File: src/rtl/axis_checksum_trailer.sv
// ---------------------------------------------------------------------------
// axis_checksum_trailer
//
// Purpose:
//   Stream kernel placed between the datamover MM2S output (h2s) and its S2MM
//   input (s2h). Every h2s packet is passed through, optionally byte swapped
//   per word, and is then followed by one trailer word:
//     trailer = {word_count[31:0], csum[63:32] ^ csum[31:0]}
//   where csum is the XOR of all unswapped input words of the packet. Host
//   software can use the trailer to check the DMA path end to end.
//   The output is fully registered and the block sustains one word per clock.
//   With a trailer, each packet costs one input bubble cycle.
//
// Parameters:
//   C_AXIS_DATA_WIDTH  stream width, only 64 is supported
//   C_CNT_WIDTH        width of the pkt_count status counter
//
// Ports:
//   clk             single clock for all logic
//   aresetn         synchronous, active-low reset
//   s_axis_tdata    input word (from datamover MM2S)
//   s_axis_tvalid   input valid
//   s_axis_tready   input ready (low during reset and while emitting a trailer)
//   s_axis_tlast    last word of input packet
//   m_axis_tdata    output word (to datamover S2MM)
//   m_axis_tvalid   output valid
//   m_axis_tready   output ready
//   m_axis_tlast    last word of output packet
//   cfg_byteswap    1 = reverse byte order of data words
//   cfg_trailer_en  1 = append trailer, 0 = pure pass-through
//   pkt_count       packets fully emitted, wraps modulo 2^C_CNT_WIDTH
//   busy            high while a packet is in flight or output is valid
// ---------------------------------------------------------------------------
module axis_checksum_trailer #(
  parameter int C_AXIS_DATA_WIDTH = 64,
  parameter int C_CNT_WIDTH       = 32
) (
  input  logic                         clk,
  input  logic                         aresetn,
  input  logic [C_AXIS_DATA_WIDTH-1:0] s_axis_tdata,
  input  logic                         s_axis_tvalid,
  output logic                         s_axis_tready,
  input  logic                         s_axis_tlast,
  output logic [C_AXIS_DATA_WIDTH-1:0] m_axis_tdata,
  output logic                         m_axis_tvalid,
  input  logic                         m_axis_tready,
  output logic                         m_axis_tlast,
  input  logic                         cfg_byteswap,
  input  logic                         cfg_trailer_en,
  output logic [C_CNT_WIDTH-1:0]       pkt_count,
  output logic                         busy
);

  localparam int DW = C_AXIS_DATA_WIDTH;

  // The byte swap and the trailer layout are written for 64-bit words only.
  if (C_AXIS_DATA_WIDTH != 64) begin : g_bad_width
    $error("axis_checksum_trailer: C_AXIS_DATA_WIDTH must be 64");
  end

  typedef enum logic [1:0] {
    IDLE,
    DATA,
    TRAIL
  } state_t;

  state_t        state;
  logic          swp;
  logic          trl_en;
  logic [31:0]   wcnt;
  logic [DW-1:0] csum;

  logic          load_ok;
  logic          accept;
  logic          eff_swp;
  logic          eff_trl;
  logic [DW-1:0] data_word;
  logic [DW-1:0] trailer_word;

  // Reverse the byte order of one 64-bit word.
  function automatic logic [63:0] bswap64(input logic [63:0] d);
    return {d[7:0], d[15:8], d[23:16], d[31:24],
            d[39:32], d[47:40], d[55:48], d[63:56]};
  endfunction

  // The output register may be (re)loaded when it is empty or being drained
  // this cycle. The input is stalled while the trailer is pending.
  always_comb begin
    load_ok       = !m_axis_tvalid || m_axis_tready;
    s_axis_tready = aresetn && (state != TRAIL) && load_ok;
    accept        = s_axis_tvalid && s_axis_tready;
  end

  // The first word of a packet is accepted in IDLE and must already use the
  // live cfg values, since the latched copies are only written on that same
  // edge. All later words use the latched copies.
  always_comb begin
    eff_swp      = (state == IDLE) ? cfg_byteswap   : swp;
    eff_trl      = (state == IDLE) ? cfg_trailer_en : trl_en;
    data_word    = eff_swp ? bswap64(s_axis_tdata) : s_axis_tdata;
    trailer_word = {wcnt, csum[63:32] ^ csum[31:0]};
  end

  assign busy = (state != IDLE) || m_axis_tvalid;

  // Main FSM together with the registered output stage and the accumulators.
  // In TRAIL the accumulators already include the packet's last word, so
  // the trailer is built directly from them and they are cleared on load.
  always_ff @(posedge clk) begin
    if (!aresetn) begin
      state         <= IDLE;
      swp           <= 1'b0;
      trl_en        <= 1'b0;
      wcnt          <= '0;
      csum          <= '0;
      m_axis_tvalid <= 1'b0;
      m_axis_tdata  <= '0;
      m_axis_tlast  <= 1'b0;
      pkt_count     <= '0;
    end else begin
      if (m_axis_tvalid && m_axis_tready && m_axis_tlast) begin
        pkt_count <= pkt_count + C_CNT_WIDTH'(1);
      end

      if (state == TRAIL) begin
        if (load_ok) begin
          m_axis_tdata  <= trailer_word;
          m_axis_tlast  <= 1'b1;
          m_axis_tvalid <= 1'b1;
          wcnt          <= '0;
          csum          <= '0;
          state         <= IDLE;
        end
      end else if (accept) begin
        m_axis_tdata  <= data_word;
        m_axis_tlast  <= s_axis_tlast && !eff_trl;
        m_axis_tvalid <= 1'b1;

        if (state == IDLE) begin
          swp    <= cfg_byteswap;
          trl_en <= cfg_trailer_en;
        end

        if (s_axis_tlast) begin
          if (eff_trl) begin
            wcnt  <= wcnt + 32'd1;
            csum  <= csum ^ s_axis_tdata;
            state <= TRAIL;
          end else begin
            // No trailer: the packet ends here, so start the next one clean.
            wcnt  <= '0;
            csum  <= '0;
            state <= IDLE;
          end
        end else begin
          wcnt  <= wcnt + 32'd1;
          csum  <= csum ^ s_axis_tdata;
          state <= DATA;
        end
      end else if (m_axis_tready) begin
        m_axis_tvalid <= 1'b0;
      end
    end
  end

endmodule
File: config.mk
export PLATFORM = sky130hd
export DESIGN_NAME = axis_checksum_trailer
export DESIGN_NICKNAME = d
export VERILOG_FILES = /design/src/rtl/axis_checksum_trailer.sv
export SDC_FILE = /design/constraint.sdc
export NUM_CORES = 1
export LEC_CHECK = 0
export ABC_AREA = 0
export BUFFER_PORTS_ARGS = -buffer_cell sky130_fd_sc_hd__buf_4
export CORE_MARGIN = 8
export CORE_UTILIZATION = 40
export DETAILED_ROUTE_END_ITERATION = 7
export PLACE_DENSITY_LB_ADDON = 0.3
export SYNTH_ARGS = -nofsm -noshare
export SYNTH_HDL_FRONTEND = slang
export SYNTH_SLANG_ARGS = --single-unit
File: constraint.sdc
create_clock -name clk -period 3.12 [get_ports clk]
set_input_delay 0.156 -clock clk [delete_from_list [all_inputs] [get_ports clk]]
set_output_delay 0.156 -clock clk [all_outputs]
set_load 0.005 [all_outputs]
==> results of run 1 <==
## worst max-delay path by stage
| stage | slack, ns | cells after the start | endpoint | from |
|---|---|---|---|---|
| global placement | 0.91 | 6 | wcnt[27] | aresetn |
| detailed placement | 0.87 | 6 | m_axis_tdata[45] | state[0] |
| CTS | 0.81 | 4 | s_axis_tready | state[0] |
| floorplan | 1.32 | 8 | m_axis_tdata[32] | state[0] |
| global route | 0.68 | 5 | wcnt[25] | state[1] |
| finish | 0.83 | 4 | s_axis_tready | state[0] |
## power by group
| part | internal, µW | switching (µW) |
|---|---|---|
| combinational | 467 | 530 |
| sequential | 2680 | 118 |
| clock | 1130 | 1040 |
| total | 4270 | 1680 |
## layout by cell type (no fill, tap or decap), drive strengths merged, types with 3 or more instances in the layout
master | synthesis | routed
dfxtp | 198 | 198
buf | 30 | 189
xor2 | 128 | 128
nand2 | 125 | 125
nor2 | 103 | 103
mux2i | 67 | 67
a21oi | 41 | 41
o21ai | 41 | 41
and2 | 33 | 33
a22o | 33 | 33
a31o | 33 | 33
o211ai | 32 | 32
nand4 | 25 | 25
xnor2 | 23 | 23
nand3 | 23 | 23
clkbuf | 45 | 18
inv | 7 | 13
and3 | 11 | 11
nor3 | 11 | 11
nor4 | 11 | 11
or3 | 8 | 8
and4 | 5 | 5
nor2b | 5 | 5
clkinv | 0 | 5
dlygate4sd3 | 0 | 3
## layer usage
| metal | global-route usage [%] | share of wire, % |
|---|---|---|
| met2 | 28.1 | 45 |
| met3 | 5.28 | 7.2 |
| met4 | 4.31 | 1.1 |
| met1 | 23.0 | 46 |
| met5 | 0 | 0 |
## layout make-up
cell class,count,area (µm²),area share [%]
Multi-Input combinational cell,774,5100,44.2
Sequential cell,198,3960,34.3
Timing Repair Buffer,192,1490,12.9
Clock buffer,18,429,3.72
Tap cell,319,399,3.46
Clock inverter,14,141,1.22
Inverter,7,26.3,0.228
## sequential cells by signal (all words and copies together) (netlist names)
register,count
csum,64
m_axis_tdata,64
m_axis_tlast,1
m_axis_tvalid,1
pkt_count,32
state,2
swp,1
trl_en,1
wcnt,32
## tightest hold or removal path: cells and delay by family
kind	cells	cell delay, ns
simple gates	2	0.13
buf+inv	1	0.12
xor+xnor	1	0.06
## logic make-up after synthesis
logic type      Yosys count  synth area share (%)
simple gates            365                  18.3
flops                   198                  42.2
xor+xnor                151                  14.1
compound gates          189                  14.0
mux                      67                  7.14
fa+ha+maj                 2                 0.267
buf+inv                  82                  3.91
## timing repair
action	CTS	global route
endpoints found under the hold margin	3	0
hold buffers	3	0
resized for setup	0	0
setup buffers	0	0
## metrics by stage
stage          hold slack [ns]  area (µm²)
2_1_floorplan            0.280        9390
3_3_place_gp             0.409       10900
3_5_place_dp             0.414       10900
4_1_cts                 0.0549       11500
5_1_grt                 0.0603       11500
6_report                0.0621       11500
==> results.sh, run 1 <==
export IMPL_drt_pass1_iter_count=5
export IMPL_floorplan_initialDensity_pct=40.4
export IMPL_run_status="finished, final reports clean"
export IMPL_synth_async_sr_flop_share_pct=0
export IMPL_synthTopCellsByCount="sky130_fd_sc_hd__dfxtp_1, sky130_fd_sc_hd__xor2_1, sky130_fd_sc_hd__nand2_1, sky130_fd_sc_hd__nor2_1, sky130_fd_sc_hd__mux2i_1"
export IMPL_critical_path_required_ns=2.96
export IMPL_min_from="s_axis_tdata[62]"
export IMPL_post_layout_nonfiller_instances=1522
export IMPL_cp_common_cell="sky130_fd_sc_hd__buf_4"
export IMPL_critical_path_startpoint_type="flip-flop"
export IMPL_holdPathEnd="csum[62]"
export IMPL_cts_inserted_buffers=17
export IMPL_period_share_pct=73.3
export IMPL_gate_family_responsible_for_the_most_delay_along_the_worst_path="buffers and inverters"
export IMPL_post_synth_cell_area_avg_um2=8.91
export IMPL_maxCapViolations=0
export IMPL_rows=56
export IMPL_die_height_um=169
export IMPL_setup_viol_count_final=0
export IMPL_globalRoute_totalOverflow=0
export IMPL_syn_to_final_growth_pct=23.0
export IMPL_clk_latency_ns=0.44
export IMPL_global_route_wire_length_before_repair_um=40700
export IMPL_grt_antenna_before_repair=0
export IMPL_final_setup_tns_ns=0
export IMPL_cellPowerDensity_mw_per_mm2=516
export IMPL_clock_tree_buffer_depth=2
export IMPL_reg2reg_from="state[1]"
export IMPL_rr_endpoint="m_axis_tdata[46]"
export IMPL_setup_worst_path_class="reg -> out"
export IMPL_clk_root_buffer_cell="sky130_fd_sc_hd__clkbuf_16"
export IMPL_timing_final_ws_setup_ns=0.834
export IMPL_syn_num_nets=1127
export IMPL_cpPeakStageDelay_ns=0.52
export IMPL_max_vdd_ir_drop_uv=374
export IMPL_post_synth_top_count_cell="sky130_fd_sc_hd__dfxtp_1"
export IMPL_design_die_area_mm2=0.0286
export IMPL_slowest_stage="sky130_fd_sc_hd__dfxtp_1"
export IMPL_via_per_instance_ratio=5.11
export IMPL_die_width_um=169
export IMPL_syn_inst=1054
export IMPL_hp_class="in -> reg"
export IMPL_first_iter_violations=467
export IMPL_port_buffers=170
export IMPL_synthDominantCellAreaShare_pct=42.2
export IMPL_drive_gt1_share_pct=21.9
export IMPL_distinct_cell_type_count_after_synthesis=43
export IMPL_timing_critical_path_cells="nand2b_4, buf_4, and3_1, buf_4"
export IMPL_totalPowerFinal_uw=5960
export IMPL_total_inserted_antenna_cells=0
export IMPL_dpl_hpwl_um=18300
export IMPL_final_hold_viol_count=0
export IMPL_number_of_nets_at_the_end_of_the_flow=1263
export IMPL_fillerInstances=2235
export IMPL_worstPathArrival_ns=2.13
export IMPL_seq_area_frac_synth_pct=42.2
export IMPL_post_drt_wl_per_cell_um=16.9
export IMPL_netlist_top_cell_by_area="sky130_fd_sc_hd__dfxtp_1"
export IMPL_unrepaired_setup_endpoints_after_global_routing="no"
export IMPL_clock_skew_ns=0.0135
export IMPL_netlist_area_mm2=0.00939
export IMPL_grt_max_degree=76
export IMPL_dp_cells=1487
export IMPL_postSynthRegisterBits=198
export IMPL_power_leakage_uw=0.00505
export IMPL_r2r_slack_ns=0.87
export IMPL_rr_worst_depth=6
export IMPL_pin_count=171
export IMPL_postLayoutCoreUtil_pct=49.6
export IMPL_cell_types_occupying_the_most_area_after_synthesis="sky130_fd_sc_hd__dfxtp_1, sky130_fd_sc_hd__xor2_1, sky130_fd_sc_hd__mux2i_1"
export IMPL_grt_pass1_vias=7446
export IMPL_core_region_area_mm2=0.0233
export IMPL_critPathMaxFanout=58
export IMPL_place_ws_ns=0.873
export IMPL_vias=7780
export IMPL_slew_violations=0
export IMPL_worst_slew_pin_slew_ns=0.866
export IMPL_drt_wl_total_um=25700
export IMPL_globalRouteTotalUtil_pct=17.6
export IMPL_synth_warning_count=0
export IMPL_timing_final_crit_period_ns=2.29
export IMPL_synth_enable_flop_cells=0
export IMPL_dominantRegCellSynth="sky130_fd_sc_hd__dfxtp_1"
export IMPL_fmaxAchievable_ghz=0.438
export IMPL_cts_num_sinks=198
export IMPL_clk_pin_slew_ns=0.07
export IMPL_drc_errors=0
export IMPL_h_tree_levels=4
export IMPL_timing_slew_headroom_pct=42.0
export IMPL_critical_path_n_buffers_inverters=2
export IMPL_post_route_antenna_net_violation_count=0
export IMPL_hold_path_cell_count=4
export IMPL_cts_tree="built"
export IMPL_endpoint_kind_of_the_worst_setup_timing_path="primary output"
export IMPL_routabilityCongestion=0.807
No activity file was read; power rests on OpenSTA's default activity.
==> inputs of run 2 (changes only) <==
ABC_AREA = 1   (was 0)
clock period = 2.33 ns   (was 3.12 ns; I/O delays follow)
==> run 2 against run 1 <==
  * Critical path depth increased by 6
  * Cell count increased by 37%
  * Synthesized area up 8.2%
  * Sequential share of layout area is 3.7 points lower
  * Non-clock buffer count rose by 58
  * Core utilization up 2.0 points
  * Die area rose by 7.4%
  * Cell area grew 12%
  * Combinational power rose to 2.5 times the previous value
  * Largest cell class unchanged
  * Highest routed layer is now met5
==> results.sh, run 2 <==
export IMPL_syn_num_nets=1625
export IMPL_seq_area_frac_synth_pct=39.0
export IMPL_power_leakage_uw=0.00571
export IMPL_most_common_layout_cells="sky130_fd_sc_hd__nand2_1, sky130_fd_sc_hd__dfxtp_1, sky130_fd_sc_hd__buf_4"
export IMPL_synth_enable_flop_cells=0
export IMPL_critPathMaxFanout=6
export IMPL_timing_critical_path_cells="ha_1, nand3_1, nor2_1, nand2_1, nor2_1, nand2_1, nor2_1, nor2_1, nand2_1, inv_1"
export IMPL_post_synth_top_count_cell="sky130_fd_sc_hd__nand2_1"
export IMPL_cts_tree="built"
export IMPL_final_design_area_no_fill_mm2=0.0129
export IMPL_first_iter_violations=972
export IMPL_endpoint_kind_of_the_worst_setup_timing_path="flip-flop"
export IMPL_drt_wl_total_um=31700
export IMPL_cts_num_sinks=198
export IMPL_timing_final_crit_period_ns=1.93
export IMPL_post_cts_resized_instances=0
export IMPL_maxCapViolations=0
export IMPL_cpPeakStageDelay_ns=0.38
export IMPL_fmaxAchievable_ghz=0.518
export IMPL_syn_inst=1552
export IMPL_setup_viol_count_final=0
export IMPL_hp_class="in -> reg"
export IMPL_p_clk_share_pct=31.2
export IMPL_synth_compound_area_share_pct=18.3
export IMPL_distinct_cell_type_count_after_synthesis=31
export IMPL_drc_errors=0
export IMPL_dominant_combinational_cell_family_by_area_after_synthesis="simple AND/OR/NAND/NOR gates"
export IMPL_wl_met3_um=2350
export IMPL_yosys_area_share_simple_pct=31.7
export IMPL_design_die_area_mm2=0.0307
export IMPL_vias=10600
export IMPL_clk_pin_slew_ns=0.08
export IMPL_run_status="finished, final reports clean"
export IMPL_cellPowerDensity_mw_per_mm2=736
export IMPL_net_load_switching_power_uw=3270
export IMPL_synthDominantCellAreaShare_pct=39.0
export IMPL_globalRouteTotalUtil_pct=20.1
export IMPL_syn_to_final_growth_pct=27.3
export IMPL_netlist_area_mm2=0.0102
export IMPL_period_share_pct=82.8
export IMPL_met2RoutedLength_um=14100
export IMPL_postLayoutCoreUtil_pct=51.7
export IMPL_critical_path_required_ns=2.68
export IMPL_muxShareOfSynthArea_pct=0
export IMPL_worst_slew_pin_slew_ns=0.582
export IMPL_power_report_internal_total_uw=6250
export IMPL_routabilityCongestion=0.910
export IMPL_drive_gt1_share_pct=13.1
export IMPL_setup_worst_path_class="reg -> reg"
export IMPL_reg_top3="csum (64), m_axis_tdata (64)"
export IMPL_slowest_stage="sky130_fd_sc_hd__dfxtp_1"
export IMPL_unrepaired_setup_endpoints_after_global_routing="no"
export IMPL_final_setup_tns_ns=0
export IMPL_dpl_hpwl_um=22500
export IMPL_slew_violations=0
export IMPL_global_route_wire_length_before_repair_um=50500
export IMPL_drt_pass1_iter_count=5
export IMPL_globalRoute_totalOverflow=0
export IMPL_power_switching_fraction_pct=34.4
export IMPL_die_width_um=175
export IMPL_via_per_instance_ratio=5.10
export IMPL_proportion_of_power_drawn_by_combinational_gates_pct=26.6
export IMPL_cp_common_cell="sky130_fd_sc_hd__nor2_1"
export IMPL_grt_pass1_vias=9424
export IMPL_route_layer_met1_wl_um=14800
export IMPL_clock_skew_ns=0.0185
export IMPL_worstPathArrival_ns=2.28
export IMPL_number_of_nets_at_the_end_of_the_flow=1813
export IMPL_synth_async_sr_flop_share_pct=0
export IMPL_h_tree_levels=4
export IMPL_final_common_cell="sky130_fd_sc_hd__nand2_1"
export IMPL_post_route_antenna_net_violation_count=0
export IMPL_synthTopCellsByCount="sky130_fd_sc_hd__nand2_1, sky130_fd_sc_hd__dfxtp_1, sky130_fd_sc_hd__inv_1, sky130_fd_sc_hd__nor2_1, sky130_fd_sc_hd__o21ai_0"
export IMPL_grt_antenna_before_repair=1
export IMPL_critical_path_startpoint_type="flip-flop"
export IMPL_clock_tree_buffer_depth=2
export IMPL_core_region_area_mm2=0.0250
export IMPL_netlist_top_cell_by_area="sky130_fd_sc_hd__dfxtp_1"
export IMPL_postSynthRegisterBits=198
export IMPL_post_drt_wl_per_cell_um=15.2
export IMPL_port_buffers=170
export IMPL_synth_warning_count=0
export IMPL_die_height_um=175
export IMPL_dpl_instance_area_mm2=0.0117
export IMPL_post_synth_cell_area_avg_um2=6.54
export IMPL_fillerInstances=2456
export IMPL_synthAdderAreaFrac_pct=0.246
export IMPL_floorplan_initialDensity_pct=40.6
export IMPL_cts_inserted_buffers=17
export IMPL_total_inserted_antenna_cells=0
export IMPL_topRoutingLayerUsed="met5"
export IMPL_p_seq_share_pct=42.2
export IMPL_critical_path_n_buffers_inverters=1
export IMPL_grt_max_degree=129
export IMPL_yosys_area_share_xor_xnor_pct=0.862
export IMPL_max_vdd_ir_drop_uv=418
export IMPL_dominantRegCellSynth="sky130_fd_sc_hd__dfxtp_1"
export IMPL_final_hold_viol_count=0
export IMPL_timing_slew_headroom_pct=61.2
export IMPL_clk_latency_ns=0.45
export IMPL_pin_count=171
export IMPL_rows=58
export IMPL_gate_family_responsible_for_the_most_delay_along_the_worst_path="simple AND/OR/NAND/NOR gates"
export IMPL_cell_types_occupying_the_most_area_after_synthesis="sky130_fd_sc_hd__dfxtp_1, sky130_fd_sc_hd__nand2_1, sky130_fd_sc_hd__o21ai_0"
export IMPL_clk_root_buffer_cell="sky130_fd_sc_hd__clkbuf_16"
[run 2: cell types whose count changed after synthesis, moves of 29 or more]
| cell | before | now |
|---|---|---|
| sky130_fd_sc_hd__a21oi_1 | 40 | 128 |
| sky130_fd_sc_hd__a22o_1 | 33 | 0 |
| sky130_fd_sc_hd__a31o_2 | 33 | 0 |
| sky130_fd_sc_hd__a31oi_1 | 0 | 33 |
| sky130_fd_sc_hd__and2_1 | 32 | 1 |
| sky130_fd_sc_hd__buf_2 | 20 | 49 |
| sky130_fd_sc_hd__inv_1 | 7 | 165 |
| sky130_fd_sc_hd__mux2i_1 | 67 | 0 |
| sky130_fd_sc_hd__nand2_1 | 125 | 418 |
| sky130_fd_sc_hd__nand3_1 | 22 | 103 |
| sky130_fd_sc_hd__nand3b_1 | 0 | 43 |
| sky130_fd_sc_hd__nor2_1 | 103 | 143 |
| sky130_fd_sc_hd__o21ai_0 | 39 | 143 |
| sky130_fd_sc_hd__xor2_1 | 128 | 9 |
[run 2: cell type report]
class                   instances  area [µm²]  share of cell area [%]
well taps                     330         413                    3.19
flip-flops and latches        198        3960                    30.7
clock inverters                14         151                    1.17
inverters                     168         633                    4.90
repair buffers                250        2130                    16.4
clock buffers                  18         439                    3.40
multi-input cells            1105        5200                    40.2
[run 2: repair_timing]
item,4_1_cts,5_1_grt
hold buffers,65,0
setup buffers,0,0
hold endpoints to repair,65,0
[run 2: layer usage]
metal | track usage [%] | vias to the layer above
met4 | 4.45 | 2
met5 | 0 | -
li1 | - | 5455
met1 | 27.7 | 4798
met2 | 31.3 | 337
met3 | 4.72 | 32
[run 2: kinds of logic (layout without fill, tap and decap cells)]
| kind of cell | count (synthesis) | after routing |
|---|---|---|
| xor gates and xnor gates | 10 | 10 |
| and+or+nand+nor | 750 | 750 |
| AOI/OAI and AO/OA | 343 | 343 |
| DFF | 198 | 198 |
| adders and majority gates | 2 | 2 |
| buffers and inverters | 249 | 450 |
[run 2: worst reg2reg max path: cells and delay by family (launching register included)]
| family | cells | cell delay [ns] |
|---|---|---|
| simple gates | 8 | 1.23 |
| flops | 1 | 0.38 |
| fa+ha+maj | 1 | 0.22 |
| buf+inv | 1 | 0.03 |
[run 2: worst paths after layout]
check	cells after the start	slack [ns]	end	from
setup reg to reg	10	0.40	wcnt[20]	wcnt[0]
hold / removal	3	0.03	csum[2]	s_axis_tdata[2]
hold reg to reg	2	0.48	trl_en	trl_en
setup / recovery	10	0.40	wcnt[20]	wcnt[0]
[run 2: power groups by stage]
stage / Clock [µW] / Sequential (µW) / Combinational [µW]
2_1_floorplan: 0 / 4030 / 1490
3_3_place_gp: 0 / 4090 / 2390
3_5_place_dp: 0 / 4090 / 2430
4_1_cts: 3040 / 4010 / 2530
5_1_grt: 3170 / 4060 / 2820
6_report: 2970 / 4020 / 2530
[run 2: stage by stage]
stage,cells,hold slack (ns),worst slack (ns),total power (µW)
floorplan,1552,0.276,0.729,5520
global placement,1986,0.380,0.520,6480
detailed placement,1986,0.392,0.420,6510
CTS,2083,0.0110,0.417,9580
global route,2083,0.0194,0.140,10100
finish,2083,0.0319,0.400,9520
